### src/rtl/skip_buf_arbiter.sv
// skip_buf_arbiter: grants whole-line bursts from five encoder/decoder layers
// onto one shared skip memory; reads win over writes, round-robin within each class.
module skip_buf_arbiter #(
  parameter int unsigned LINES  = 8,
  parameter int unsigned BURST0 = 224,
  parameter int unsigned BURSTN = 112
) (
  input  logic        clk,
  input  logic        reset_n,
  input  logic [4:0]  req_wr,
  input  logic [4:0]  req_rd,
  output logic [4:0]  wr_gnt,
  output logic [4:0]  rd_gnt,
  output logic        mem_en,
  output logic        mem_we,
  output logic [13:0] mem_addr,
  output logic        burst_last,
  output logic [4:0]  full,
  output logic [4:0]  empty,
  output logic        busy
);

  localparam int unsigned NL = 5;
  localparam int unsigned LW = 3;
  localparam int unsigned WW = 8;
  localparam int unsigned OW = 4;

  typedef enum logic [2:0] {
    IDLE     = 3'd0,
    ARB      = 3'd1,
    WR_BURST = 3'd2,
    RD_BURST = 3'd3,
    GAP      = 3'd4
  } state_t;

  state_t        state;
  logic [OW-1:0] occ  [NL];
  logic [LW-1:0] wptr [NL];
  logic [LW-1:0] rptr [NL];
  logic [LW-1:0] rr_wr, rr_rd, cur;
  logic [WW-1:0] word;

  logic [NL-1:0] elig_wr_c, elig_rd_c;
  logic [LW-1:0] sel_wr_c, sel_rd_c;
  logic [WW-1:0] last_word_c;

  // First eligible index after ptr, wrapping mod NL; smallest offset wins.
  function automatic logic [LW-1:0] rr_pick(input logic [NL-1:0] elig, input logic [LW-1:0] ptr);
    logic [LW-1:0] pick;
    logic [LW-1:0] idx;
    pick = '0;
    for (int k = NL; k >= 1; k--) begin
      idx = LW'((int'(ptr) + k) % NL);
      if (elig[idx]) pick = idx;
    end
    return pick;
  endfunction

  always_comb begin
    elig_wr_c   = req_wr & ~full;
    elig_rd_c   = req_rd & ~empty;
    sel_wr_c    = rr_pick(elig_wr_c, rr_wr);
    sel_rd_c    = rr_pick(elig_rd_c, rr_rd);
    last_word_c = (cur == '0) ? WW'(BURST0 - 1) : WW'(BURSTN - 1);
  end

  always_ff @(posedge clk or negedge reset_n) begin
    if (!reset_n) begin
      state      <= IDLE;
      wr_gnt     <= '0;
      rd_gnt     <= '0;
      mem_en     <= 1'b0;
      mem_we     <= 1'b0;
      mem_addr   <= '0;
      burst_last <= 1'b0;
      busy       <= 1'b0;
      full       <= '0;
      empty      <= '1;
      rr_wr      <= LW'(4);
      rr_rd      <= LW'(4);
      cur        <= '0;
      word       <= '0;
      for (int i = 0; i < NL; i++) begin
        occ[i]  <= '0;
        wptr[i] <= '0;
        rptr[i] <= '0;
      end
    end else begin
      case (state)
        IDLE: state <= ARB;
        ARB: begin
          if (|elig_rd_c) begin
            state    <= RD_BURST;
            busy     <= 1'b1;
            cur      <= sel_rd_c;
            rr_rd    <= sel_rd_c;
            rd_gnt   <= NL'(1) << sel_rd_c;
            mem_en   <= 1'b1;
            mem_we   <= 1'b0;
            mem_addr <= {sel_rd_c, rptr[sel_rd_c], WW'(0)};
            word     <= '0;
          end else if (|elig_wr_c) begin
            state    <= WR_BURST;
            busy     <= 1'b1;
            cur      <= sel_wr_c;
            rr_wr    <= sel_wr_c;
            wr_gnt   <= NL'(1) << sel_wr_c;
            mem_en   <= 1'b1;
            mem_we   <= 1'b1;
            mem_addr <= {sel_wr_c, wptr[sel_wr_c], WW'(0)};
            word     <= '0;
          end
        end
        WR_BURST, RD_BURST: begin
          if (burst_last) begin
            state      <= GAP;
            wr_gnt     <= '0;
            rd_gnt     <= '0;
            mem_en     <= 1'b0;
            mem_we     <= 1'b0;
            mem_addr   <= '0;
            burst_last <= 1'b0;
            // Line committed or released only once the whole burst is through.
            if (state == WR_BURST) begin
              occ[cur]   <= occ[cur] + OW'(1);
              wptr[cur]  <= LW'((int'(wptr[cur]) + 1) % LINES);
              full[cur]  <= ((occ[cur] + OW'(1)) == OW'(LINES));
              empty[cur] <= 1'b0;
            end else begin
              occ[cur]   <= occ[cur] - OW'(1);
              rptr[cur]  <= LW'((int'(rptr[cur]) + 1) % LINES);
              full[cur]  <= 1'b0;
              empty[cur] <= (occ[cur] == OW'(1));
            end
          end else begin
            word               <= word + WW'(1);
            mem_addr[WW-1:0]   <= word + WW'(1);
            burst_last         <= ((word + WW'(1)) == last_word_c);
          end
        end
        GAP: begin
          state <= ARB;
          busy  <= 1'b0;
        end
        default: begin
          state      <= IDLE;
          wr_gnt     <= '0;
          rd_gnt     <= '0;
          mem_en     <= 1'b0;
          mem_we     <= 1'b0;
          mem_addr   <= '0;
          burst_last <= 1'b0;
          busy       <= 1'b0;
        end
      endcase
    end
  end

endmodule

### config.mk
export PLATFORM = sky130hd
export DESIGN_NAME = skip_buf_arbiter
export DESIGN_NICKNAME = d
export VERILOG_FILES = /design/src/rtl/skip_buf_arbiter.sv
export SDC_FILE = /design/constraint.sdc
export NUM_CORES = 1
export LEC_CHECK = 0
export ABC_AREA = 1
export ABC_CLOCK_PERIOD_IN_PS = 7900
export CAP_MARGIN = 20
export CORE_MARGIN = 4
export CORE_UTILIZATION = 45
export DETAILED_ROUTE_END_ITERATION = 12
export PLACE_DENSITY = 0.66
export REMOVE_ABC_BUFFERS = 1
export SLEW_MARGIN = 10
export SYNTH_ARGS = -nofsm -noshare
export SYNTH_HDL_FRONTEND = slang
export SYNTH_SLANG_ARGS = --single-unit
### constraint.sdc
create_clock -name clk -period 7.9 [get_ports clk]
set_input_delay 1.185 -clock clk [delete_from_list [all_inputs] [get_ports clk]]
set_output_delay 1.185 -clock clk [all_outputs]
set_load 0.005 [all_outputs]
==> results of run 1 <==
final timing paths:
path / startpoint / endpoint / slack, ns / cells after the start
worst max-delay path: rr_wr[0] / mem_addr[9] / 3.22 / 30
worst min-delay path: occ[15] / occ[15] / 0.49 / 2
worst max register to register: rr_wr[0] / mem_addr[9] / 3.22 / 30
worst min register to register: occ[15] / occ[15] / 0.49 / 2
max in group asynchronous: reset_n / occ[14] / 5.82 / 2
min in group asynchronous: reset_n / word[0] / 0.80 / 1
power breakdown:
part | switching [mW] | total [mW] | internal, mW
logic | 0.0415 | 0.0588 | 0.0174
registers | 0 | 0.552 | 0.552
clock network | 0.223 | 0.451 | 0.228
total | 0.265 | 1.06 | 0.798
critical path: cells and delay by family (launching register included):
kind / cells / cell delay, ns
flops: 1 / 0.32
fa+ha+maj: 3 / 1.04
compound gates: 1 / 0.38
buf+inv: 5 / 0.98
xor+xnor: 1 / 0.25
simple gates: 20 / 1.60
synth_stat cells, drive strengths merged (5+ instances only):
cell type	number	share of area, %
nand3b	9	0.85
a21oi	23	1.5
o22ai	15	1.2
xnor2	6	0.66
nor2	84	4.1
dfrtp	101	32
o21ai	115	7.4
xor2	22	2.7
nor3	13	0.81
buf	5	0.53
nand2	338	17
ha	61	9.5
inv	167	7.9
nand4	6	0.47
a32o	9	1.1
or2	6	0.47
dfstp	7	2.3
nand3	108	7.1
per-layer routing:
metal / GRT usage, % / wire length [um]
met1: 29.9 / 10200
met5: 0 / 0
met4: 7.09 / 410
met3: 2.70 / 807
met2: 34.1 / 9470
kinds of logic (layout without fill, tap and decap cells):
| group | count (synthesis) | in the layout |
|---|---|---|
| muxes | 1 | 1 |
| adders and majority gates | 61 | 61 |
| and+or+nand+nor | 567 | 567 |
| buffers and inverters | 175 | 241 |
| AOI/OAI and AO/OA | 185 | 185 |
| xor gates and xnor gates | 28 | 28 |
| DFF | 108 | 108 |
through the flow:
stage | util, % | hold WS (ns)
6_report | 52.2 | 0.488
2_1_floorplan | - | 0.448
5_1_grt | 52.2 | 0.512
3_3_place_gp | 50.5 | 0.463
4_1_cts | 52.2 | 0.486
3_5_place_dp | 50.5 | 0.467
layout make-up:
type                            instances  area [um^2]  share of cell area, %
Timing Repair Buffer                   55          533                   5.88
Inverter                              170          641                   7.07
Multi-Input combinational cell        842         4600                   50.8
Sequential cell                       108         2710                   29.9
Tap cell                              225          282                   3.11
Clock inverter                          6         53.8                  0.594
Clock buffer                           10          239                   2.64
flip-flops by register name, indices dropped and copies added, names as in the netlist, named ones only:
name and count:
occ 15, mem_we 1, state 3, mem_addr 14, rd_gnt 5, full 5, rr_rd 3, rr_wr 3
burst_last 1, wr_gnt 5, rptr 15, mem_en 1, word 8, wptr 15, empty 5, busy 1
cur 3
==> results.md, run 1 <==
* Status: completed
* Most common cell after layout, fill and taps aside: nand2_1
* I/O Buffers at 49
* Placed cell area at 8760 um^2
* # fillers at 1,769
* Asr flop ratio synth at between 90% and 100%
* Vias in the first global route at 6,990
* Cell Rows at 48
* Drt via density at between 5 and 6
* Synthesized instance count at 1,125
* Layout cells sized above 1 at under 10%
* Initial antenna violation count at 0
* Critical path arrival at 4.95 ns
* Worst setup margin at 3.22 ns
* Compound-Gate Fraction of Synth Area at between 10 and 15%
* WL final at approximately 21 mm
* CTS Buf Count at 9
* Slew @ Worst Pin at 1.04 ns
* Hold Path Class: reg2reg
* GRT overflow at 0
* Routability cong. at 0.921
* EDFF count, synth at 0
* TritonRoute pass-1 iters at 6
* Slowest stage delay, CP at ~0.6 ns
* Post-CTS Setup Inserts at 0
* First-pass GRT wire length at 34.5 mm
* Initial drt markers at approximately 580
* Slowest-stage cell, CP: ha_1
* Number of H-tree levels at 3
* Synth Area in Adders at a little under a tenth
* Mapped Area at between 7000 and 8000 um^2
* Remaining antenna violation count at 0
* Sink Count at about 110
* Post-Synth Simple-Gate Area at a little under a third
* Routed vias at roughly 7,300
* Finished Layout Cells at ~1,400
* CTS resizes at 0
* Pwr Density at 117 nW/um^2
* Overall routing resource usage at around a fifth
* CTS tree: done
* Die ar. at 20,000 um^2
* Yosys warnings at 0
* Startpoint Class: flop
* Total chip power at 1.06 mW
* Die extent in x at 141 um
* Worst setup EP type: flop
* Critical Path Most Common Cell: nand2_1
* Clk slew on worst S/H paths at approximately 0.08 ns
* Starting Density at 46.0%
* Die Y at around 140 um
* Design area at a little over 9000 um^2
* Worst vdd ir at 117 uV
* Final Setup Violations at 0
* Main combinational cell family by area after synthesis: simple AND/OR/NAND/NOR gates
* Layout Nets at 1,259
* Area growth syn-to-layout at 13.3%
* Avg WL per Cell at between 10 and 15 um
* Antenna cells at 0
* Core Region at approximately 17,000 um^2
* RSZ-0062 raised after global routing: no
* Worst-Skew Late Latency at ~0.37 ns
* Pre-CTS setup slack at around 3.2 ns
* WS Path Type: reg2reg
* Leak at roughly 4.4 nW
* HPWL Detailed at between 15 and 20 mm
* Final hold vios at 0
* Total of max-cap violations at 0
* Setup tns final at 0 ns
* Synth Area per Inst at 7.10 um^2
* Placed cells at between 1,000 and 1,500
* Io pins at 50
* Most frequent cells in the layout: 313 x nand2_1, 159 x inv_1, 102 x nand3_1, 102 x o21ai_0, 101 x dfrtp_1
* Post-layout minimum cycle time at 4.68 ns
* XOR/XNOR Fraction of Synth Area at between 3 and 4%
* #FFs+latches synth at 108
* Post-route DRC violation count at 0
* Crit share post-route at 59.3%
* Hold buffers post-CTS at 0
* Yosys cell types at approximately 50
* Max FO, Critical Path at 20
* Largest net degree at the start of global routing at 69
* Post-synth top flop: dfrtp_1
* Clock skew at roughly 0.011 ns
* Multiplexer share of the synthesized area at less than 1%
* CTS Buffer Depth at 2
* Max Slew Vio Count at 0
* Sequential share of the synthesized area at approximately a third
* Slew margin rel. at a little under a third
* Req. time, crit path at ~8.2 ns
* Peak Freq at between 200 and 250 MHz
* CTS Root Cell: clkbuf_16
(Power assumes the default switching activity.)
==> run 2: changes to the inputs <==
--- a/config.mk
+++ b/config.mk
@@ -6,12 +6,12 @@
 export NUM_CORES = 1
 export LEC_CHECK = 0
 export ABC_AREA = 1
-export ABC_CLOCK_PERIOD_IN_PS = 7900
+export ABC_CLOCK_PERIOD_IN_PS = 3960
 export CAP_MARGIN = 20
 export CORE_MARGIN = 4
 export CORE_UTILIZATION = 45
 export DETAILED_ROUTE_END_ITERATION = 12
-export PLACE_DENSITY = 0.66
+export PLACE_DENSITY = 0.69
 export REMOVE_ABC_BUFFERS = 1
 export SLEW_MARGIN = 10
 export SYNTH_ARGS = -nofsm -noshare
==> constraint.sdc (replaced) <==
create_clock -name clk -period 3.96 [get_ports clk]
set_input_delay 0.594 -clock clk [delete_from_list [all_inputs] [get_ports clk]]
set_output_delay 0.594 -clock clk [all_outputs]
set_load 0.005 [all_outputs]
==> run 2 against run 1 <==
Highest routed layer unchanged. Die area unchanged. Global-route usage up 0.28 points. Largest cell class unchanged. Via count up 5.0%. Sequential power up 99%. Hold slack worse by 0.14 ns. Setup slack worse by 3.0 ns.
==> results.md, run 2 (synthesis gave the netlist of run 1 again) <==
* Status: completed
* Worst vdd ir at 265 uV (+130%)
* TritonRoute pass-1 iters at 5 (-1)
* Clock skew at 0.0110 ns (-0.000359 ns)
* Post-layout minimum cycle time at 3.70 ns (-0.984 ns)
* WS Path Type: reg2reg
* Routed vias at 7,686 (+5.0%)
* Number of H-tree levels at 3 (unchanged)
* CP startpoint: rr_wr[2]
* Startpoint Class: flop
* Design area at 9870 um^2 (+8.9%)
* Io pins at 50 (unchanged)
* GR met3 Demand/Resource at 3.37% (+0.67 points)
* Regs by FF count: occ (15), rptr (15), wptr (15)
* Max FO, Critical Path at 7 (-65%)
* Most common cell after layout, fill and taps aside: nand2_1
* Initial antenna violation count at 0 (unchanged)
* Avg WL per Cell at 14.7 um (-0.43%)
* Largest net degree at the start of global routing at 73 (+5.8%)
* Slew margin rel. at 39.4% (+9.2 points)
* Most frequent cells in the layout: 287 x nand2_1, 152 x inv_1, 100 x dfrtp_1, 96 x o21ai_0, 93 x nand3_1
* Crit share post-route at 93.4% (+34 points)
* Die ar. at 20,000 um^2 (unchanged)
* Total of max-cap violations at 0 (unchanged)
* Slowest-stage cell, CP: dfstp_2
* Initial drt markers at 632 (+9.2%)
* Max Slew Vio Count at 0 (unchanged)
* Antenna cells at 0 (unchanged)
* Placed cell area at 8970 um^2 (+2.4%)
* Sink Count at 108 (unchanged)
* Area growth syn-to-layout at 23.5%
* Finished Core Util at 56.8% (+4.7 points)
* CTS Buffer Depth at 2 (unchanged)
* Final Setup Violations at 0 (unchanged)
* I/O Buffers at 49 (unchanged)
* CP endpoint: mem_addr[8]
* RR Endpoint: mem_addr[8]
* Clk slew on worst S/H paths at 0.08 ns (about the same)
* Post-route DRC violation count at 0 (unchanged)
* CTS Root Cell: clkbuf_16
* Routability cong. at 0.934 (+1.4%)
* CP delay by family, top: simple AND/OR/NAND/NOR gates
* Drt via density at 5.24 (+1.3%)
* Core Region at 17,400 um^2 (unchanged)
* First-pass GRT wire length at 35.4 mm (+2.6%)
* Finished Layout Cells at 1,468 (+3.7%)
* Final hold vios at 0 (unchanged)
* Starting Density at 46.0% (unchanged)
* Cell Rows at 48 (unchanged)
* GR peak layer: met2
* Layout cells sized above 1 at 17.1% (+10 points)
* GRT overflow at 0 (unchanged)
* Hold Path Class: in2async
* Critical Path Most Common Cell: nand2_1
* FF-to-FF path depth at 28 (-6.7%)
* Fin Hold WS at 0.348 ns (-0.141 ns)
* Critical path arrival at 3.96 ns (-0.99 ns)
* Overall routing resource usage at 21.6% (+0.28 points)
* Slowest stage delay, CP at 0.59 ns (about the same)
* Pwr Density at 220 nW/um^2 (+88%)
* Req. time, crit path at 4.22 ns (-3.94 ns)
* WP depth at 28 (-6.7%)
* Die extent in x at 141 um (unchanged)
* CP Buf/Inv Count at 5 (unchanged)
* Met2 usage at 33.1% (-1.1 points)
* Vias in the first global route at 7,177 (+2.7%)
* Met1 track demand over resource at 31.3% (+1.3 points)
* Critical R2R Launch: rr_wr[2]
* Layout Nets at 1,311 (+4.1%)
* Placed cells at 1,428 (+2.0%)
* Remaining antenna violation count at 0 (unchanged)
* # fillers at 1,616 (-8.6%)
* Worst-Skew Late Latency at 0.36 ns (about the same)
* Reg2Reg Setup Slack at 0.26 ns (-2.96 ns)
* HPWL Detailed at 16.2 mm (+0.77%)
* Peak Freq at 270 MHz (+27%)
* WL final at 21.5 mm (+3.2%)
* CTS Buf Count at 9 (unchanged)
* Die Y at 141 um (unchanged)
* Worst setup EP type: flop
* Slew @ Worst Pin at 0.909 ns (-0.130 ns)
* CTS tree: done
* Leak at 4.70 nW (+7.6%)
==> run 2: cell types whose count changed in the layout (fill, tap and decap cells not counted), sizes merged <==
cell and change:
inv +3, clkinv -2, clkinvlp -1, bufinv +1, buf +52, clkbuf -1
==> run 2: worst register-to-register path, delay by kind of cell, from the launching register on <==
| kind | cells | cell delay (ns) |
|---|---|---|
| and+or+nand+nor | 14 | 1.08 |
| adders and majority gates | 2 | 0.46 |
| AOI/OAI and AO/OA | 5 | 0.66 |
| xor gates and xnor gates | 2 | 0.36 |
| buffers and inverters | 5 | 0.45 |
| DFF | 1 | 0.59 |
==> run 2: area by class of cell <==
class / instances / area [um^2] / area share, %
clock buffer: 9 / 225 / 2.28
clock inverter: 7 / 81.3 / 0.824
inverter: 170 / 643 / 6.52
multi-input combinational: 842 / 4970 / 50.4
sequential: 108 / 2710 / 27.5
tap: 225 / 282 / 2.85
timing repair buffer: 107 / 955 / 9.68
==> run 2: how the worst min path moves through the flow <==
stage	from	endpoint	slack (ns)	cells after the start
2_1_floorplan	reset_n	async pin	0.30	0
3_3_place_gp	mem_we	mem_we	0.47	2
3_5_place_dp	occ[7]	occ[7]	0.48	2
4_1_cts	reset_n	mem_addr[0]	0.38	1
5_1_grt	reset_n	word[2]	0.42	1
6_report	reset_n	mem_addr[0]	0.35	1
==> run 2: layer usage <==
layer | up-vias | routed length (um)
li1 | 3888 | -
met5 | - | 0
met4 | 0 | 526
met3 | 37 | 1040
met1 | 3564 | 10200
met2 | 197 | 9730
==> run 2: timing repair <==
action	in CTS	in global routing
setup endpoints to repair	5	15
hold buffers	0	0
setup buffers	1	23
resized for setup	2	106
pin swaps	0	37
endpoints found under the hold margin	0	0
==> run 2: through the flow <==
step | worst slack [ns] | total power, mW | setup TNS, ns
2_1_floorplan | -0.302 | 1.19 | -2.26
3_3_place_gp | -0.0329 | 1.24 | -0.0583
6_report | 0.260 | 2.17 | 0
4_1_cts | 0.0308 | 2.18 | 0
3_5_place_dp | -0.0348 | 1.24 | -0.101
5_1_grt | -0.0544 | 2.26 | -0.186
==> run 2: power breakdown <==
group          total [mW]  switching [mW]  internal (mW)
Sequential           1.10               0           1.10
Combinational       0.131          0.0874         0.0435
Clock               0.942           0.439          0.502
Total                2.17           0.527           1.65
==> run 3: changes to the inputs <==
--- a/config.mk
+++ b/config.mk
@@ -8,10 +8,10 @@
 export ABC_AREA = 1
 export ABC_CLOCK_PERIOD_IN_PS = 3960
 export CAP_MARGIN = 20
-export CORE_MARGIN = 4
-export CORE_UTILIZATION = 45
+export CORE_MARGIN = 10
+export CORE_UTILIZATION = 55
 export DETAILED_ROUTE_END_ITERATION = 12
-export PLACE_DENSITY = 0.69
+export PLACE_DENSITY = 0.81
 export REMOVE_ABC_BUFFERS = 1
 export SLEW_MARGIN = 10
 export SYNTH_ARGS = -nofsm -noshare
==> run 3 against run 2 <==
Hold slack worse by 0.026 ns. Critical path depth fell by 2. Final area fell by 1.8%. Total power decreased by 4.8%. Clock-buffer cell count unchanged. Clock skew increased by 0.0016 ns. Critical path type unchanged. Largest power group unchanged.
==> results.md, run 3 (synthesis gave the netlist of run 1 again) <==
* Hold Path Class: in2async
* Internal power at 1.57 mW (-4.8%)
* I/O Buffers at 49 (unchanged)
* Regs by FF count: occ (15), rptr (15), wptr (15)
* Gate power share at 6.3% (+0.3 points)
* Vias in the first global route at 6,892 (-4.0%)
* Avg WL per Cell at 15.3 um (+4.3%)
* Sink Count at 108 (unchanged)
* Placed cells at 1,379 (-3.4%)
* Slew margin rel. at 41.3% (+1.9 points)
* Leak at 4.61 nW (-2.0%)
* Final hold vios at 0 (unchanged)
* Clk slew on worst S/H paths at 0.08 ns (about the same)
* Final Setup Violations at 0 (unchanged)
* Io pins at 50 (unchanged)
* Clock skew at 0.0125 ns (+0.00159 ns)
* Crit share post-route at 96.5% (+3.1 points)
* Die Y at 141 um (-0.51%)
* Remaining antenna violation count at 0 (unchanged)
* Startpoint Class: flop
* First-pass GRT wire length at 33.9 mm (-4.3%)
* CTS Root Cell: clkbuf_16
* Finished Core Util at 69.0% (+12 points)
* WS Path Type: reg2reg
* Slowest-stage cell, CP: dfrtp_1
* Drt via density at 5.51 (+5.2%)
* CTS Buf Count at 9 (unchanged)
* CTS tree: done
* Finished Layout Cells at 1,415 (-3.6%)
* Core Region at 14,000 um^2 (-19%)
* TritonRoute pass-1 iters at 6 (+1)
* Largest net degree at the start of global routing at 68 (-6.8%)
* Max FO, Critical Path at 8 (+1)
* Starting Density at 56.9% (+11 points)
* Req. time, crit path at 4.18 ns (-0.04 ns)
* Overall routing resource usage at 20.4% (-1.2 points)
* CP delay by family, top: compound AO/OA/AOI/OAI gates
* Most common cell after layout, fill and taps aside: nand2_1
* Slew @ Worst Pin at 0.873 ns (-0.0354 ns)
* Hold buffers post-CTS at 0 (unchanged)
* Reg2Reg Setup Slack at 0.14 ns (-0.12 ns)
* Cell Rows at 43 (-10%)
* Layout cells sized above 1 at 16.0% (-1.1 points)
* Pwr Density at 214 nW/um^2 (-3.1%)
* WL final at 21.6 mm (+0.51%)
* Area growth syn-to-layout at 21.2%
* Routability cong. at 0.919 (-1.6%)
* Worst vdd ir at 206 uV (-23%)
* Status: completed
* Net Sw Frac at 24.2% (-0.062 points)
* Sw power at 0.500 mW (-5.1%)
* Die extent in x at 141 um (-0.51%)
* CTS Buffer Depth at 2 (unchanged)
* Setup tns final at 0 ns (unchanged)
* Total of max-cap violations at 0 (unchanged)
* GRT overflow at 0 (unchanged)
* Worst setup EP type: flop
* CP Buf/Inv Count at 7 (+2)
* Peak Freq at 262 MHz (-3.2%)
* Number of H-tree levels at 3 (unchanged)
* Antenna cells at 0 (unchanged)
* Most frequent cells in the layout: 294 x nand2_1, 150 x inv_1, 98 x dfrtp_1, 97 x nand3_1, 97 x o21ai_0
* Initial drt markers at 794 (+26%)
* CP startpoint: rr_wr[1]
* Critical path arrival at 4.04 ns (+0.08 ns)
* Post-route DRC violation count at 0 (unchanged)
* Post-layout minimum cycle time at 3.82 ns (+0.123 ns)
* Die ar. at 19,800 um^2 (-1.0%)
* Routed vias at 7,793 (+1.4%)
* HPWL Detailed at 16.2 mm (about the same)
* Clock power share at 40.4% (-2.9 points)
* Reg power frac at 53.3% (+2.6 points)
* Slowest stage delay, CP at 0.40 ns (-0.19 ns)
* Initial antenna violation count at 0 (unchanged)
* Critical R2R Launch: rr_wr[1]
* Worst-Skew Late Latency at 0.36 ns (about the same)
* Max Slew Vio Count at 0 (unchanged)
* Layout Nets at 1,303 (-0.61%)
## run 3: final timing paths
| check | endpoint | cells past startpoint |
|---|---|---|
| worst max-delay path | cur[1] | 26 |
| worst min-delay path | mem_addr[0] | 1 |
| worst max register to register | cur[1] | 26 |
| worst min register to register | wr_gnt[4] | 2 |
| max in group asynchronous | wptr[3] | 2 |
| min in group clk | wr_gnt[4] | 2 |
## run 3: worst reg2reg max path, delay by kind of cell (launching register included)
kind / cells / cell delay [ns]
adder cells (fa/ha/maj): 3 / 0.56
XOR/XNOR: 1 / 0.27
AND/OR/NAND/NOR: 8 / 0.76
AO/OA/AOI/OAI: 7 / 1.15
buffers and inverters: 7 / 0.56
flip-flops: 1 / 0.40
## run 3: area by class of cell
type | instances | area, um^2
Clock inverter | 7 | 42.5
Tap cell | 180 | 225
Fill cell | 1148 | 4350
Inverter | 170 | 648
Multi-Input combinational cell | 843 | 4960
Sequential cell | 108 | 2720
Timing Repair Buffer | 98 | 875
Clock buffer | 9 | 225
## run 3: repair_timing
action                                  in CTS  in global routing
gates resized for setup                      4                 99
gates cloned                                 0                  1
endpoints found under the setup margin       6                 17
pin swaps                                    1                 35
buffers inserted                             1                 18
## run 3: layer usage
| metal | share of wire (%) | vias to the layer above | track usage (%) | wire length (um) |
|---|---|---|---|---|
| met5 | 0 | - | 0 | 0 |
| met4 | 1.7 | 0 | 5.22 | 371 |
| met3 | 4.7 | 36 | 3.11 | 1020 |
| met2 | 48 | 229 | 32.5 | 10300 |
| met1 | 46 | 3666 | 28.1 | 9920 |
| li1 | - | 3862 | - | - |
## run 3: power by group through the flow
stage	Sequential [mW]	Combinational, mW	Clock (mW)
3_3_place_gp	1.12	0.117	0
2_1_floorplan	1.12	0.0662	0
5_1_grt	1.10	0.146	0.888
3_5_place_dp	1.12	0.118	0
6_report	1.10	0.130	0.837
4_1_cts	1.10	0.120	0.846
## run 3: through the flow
| stage | instance area (um^2) | total power [mW] | setup slack (ns) | hold WS, ns |
|---|---|---|---|---|
| after floorplan | 7950 | 1.19 | -0.302 | 0.298 |
| after global placement | 8890 | 1.24 | -0.0782 | 0.466 |
| after detailed placement | 8890 | 1.24 | -0.116 | 0.473 |
| after CTS | 9180 | 2.07 | 0.0162 | 0.371 |
| after global routing | 9690 | 2.14 | -0.123 | 0.400 |
| final | 9690 | 2.07 | 0.137 | 0.322 |
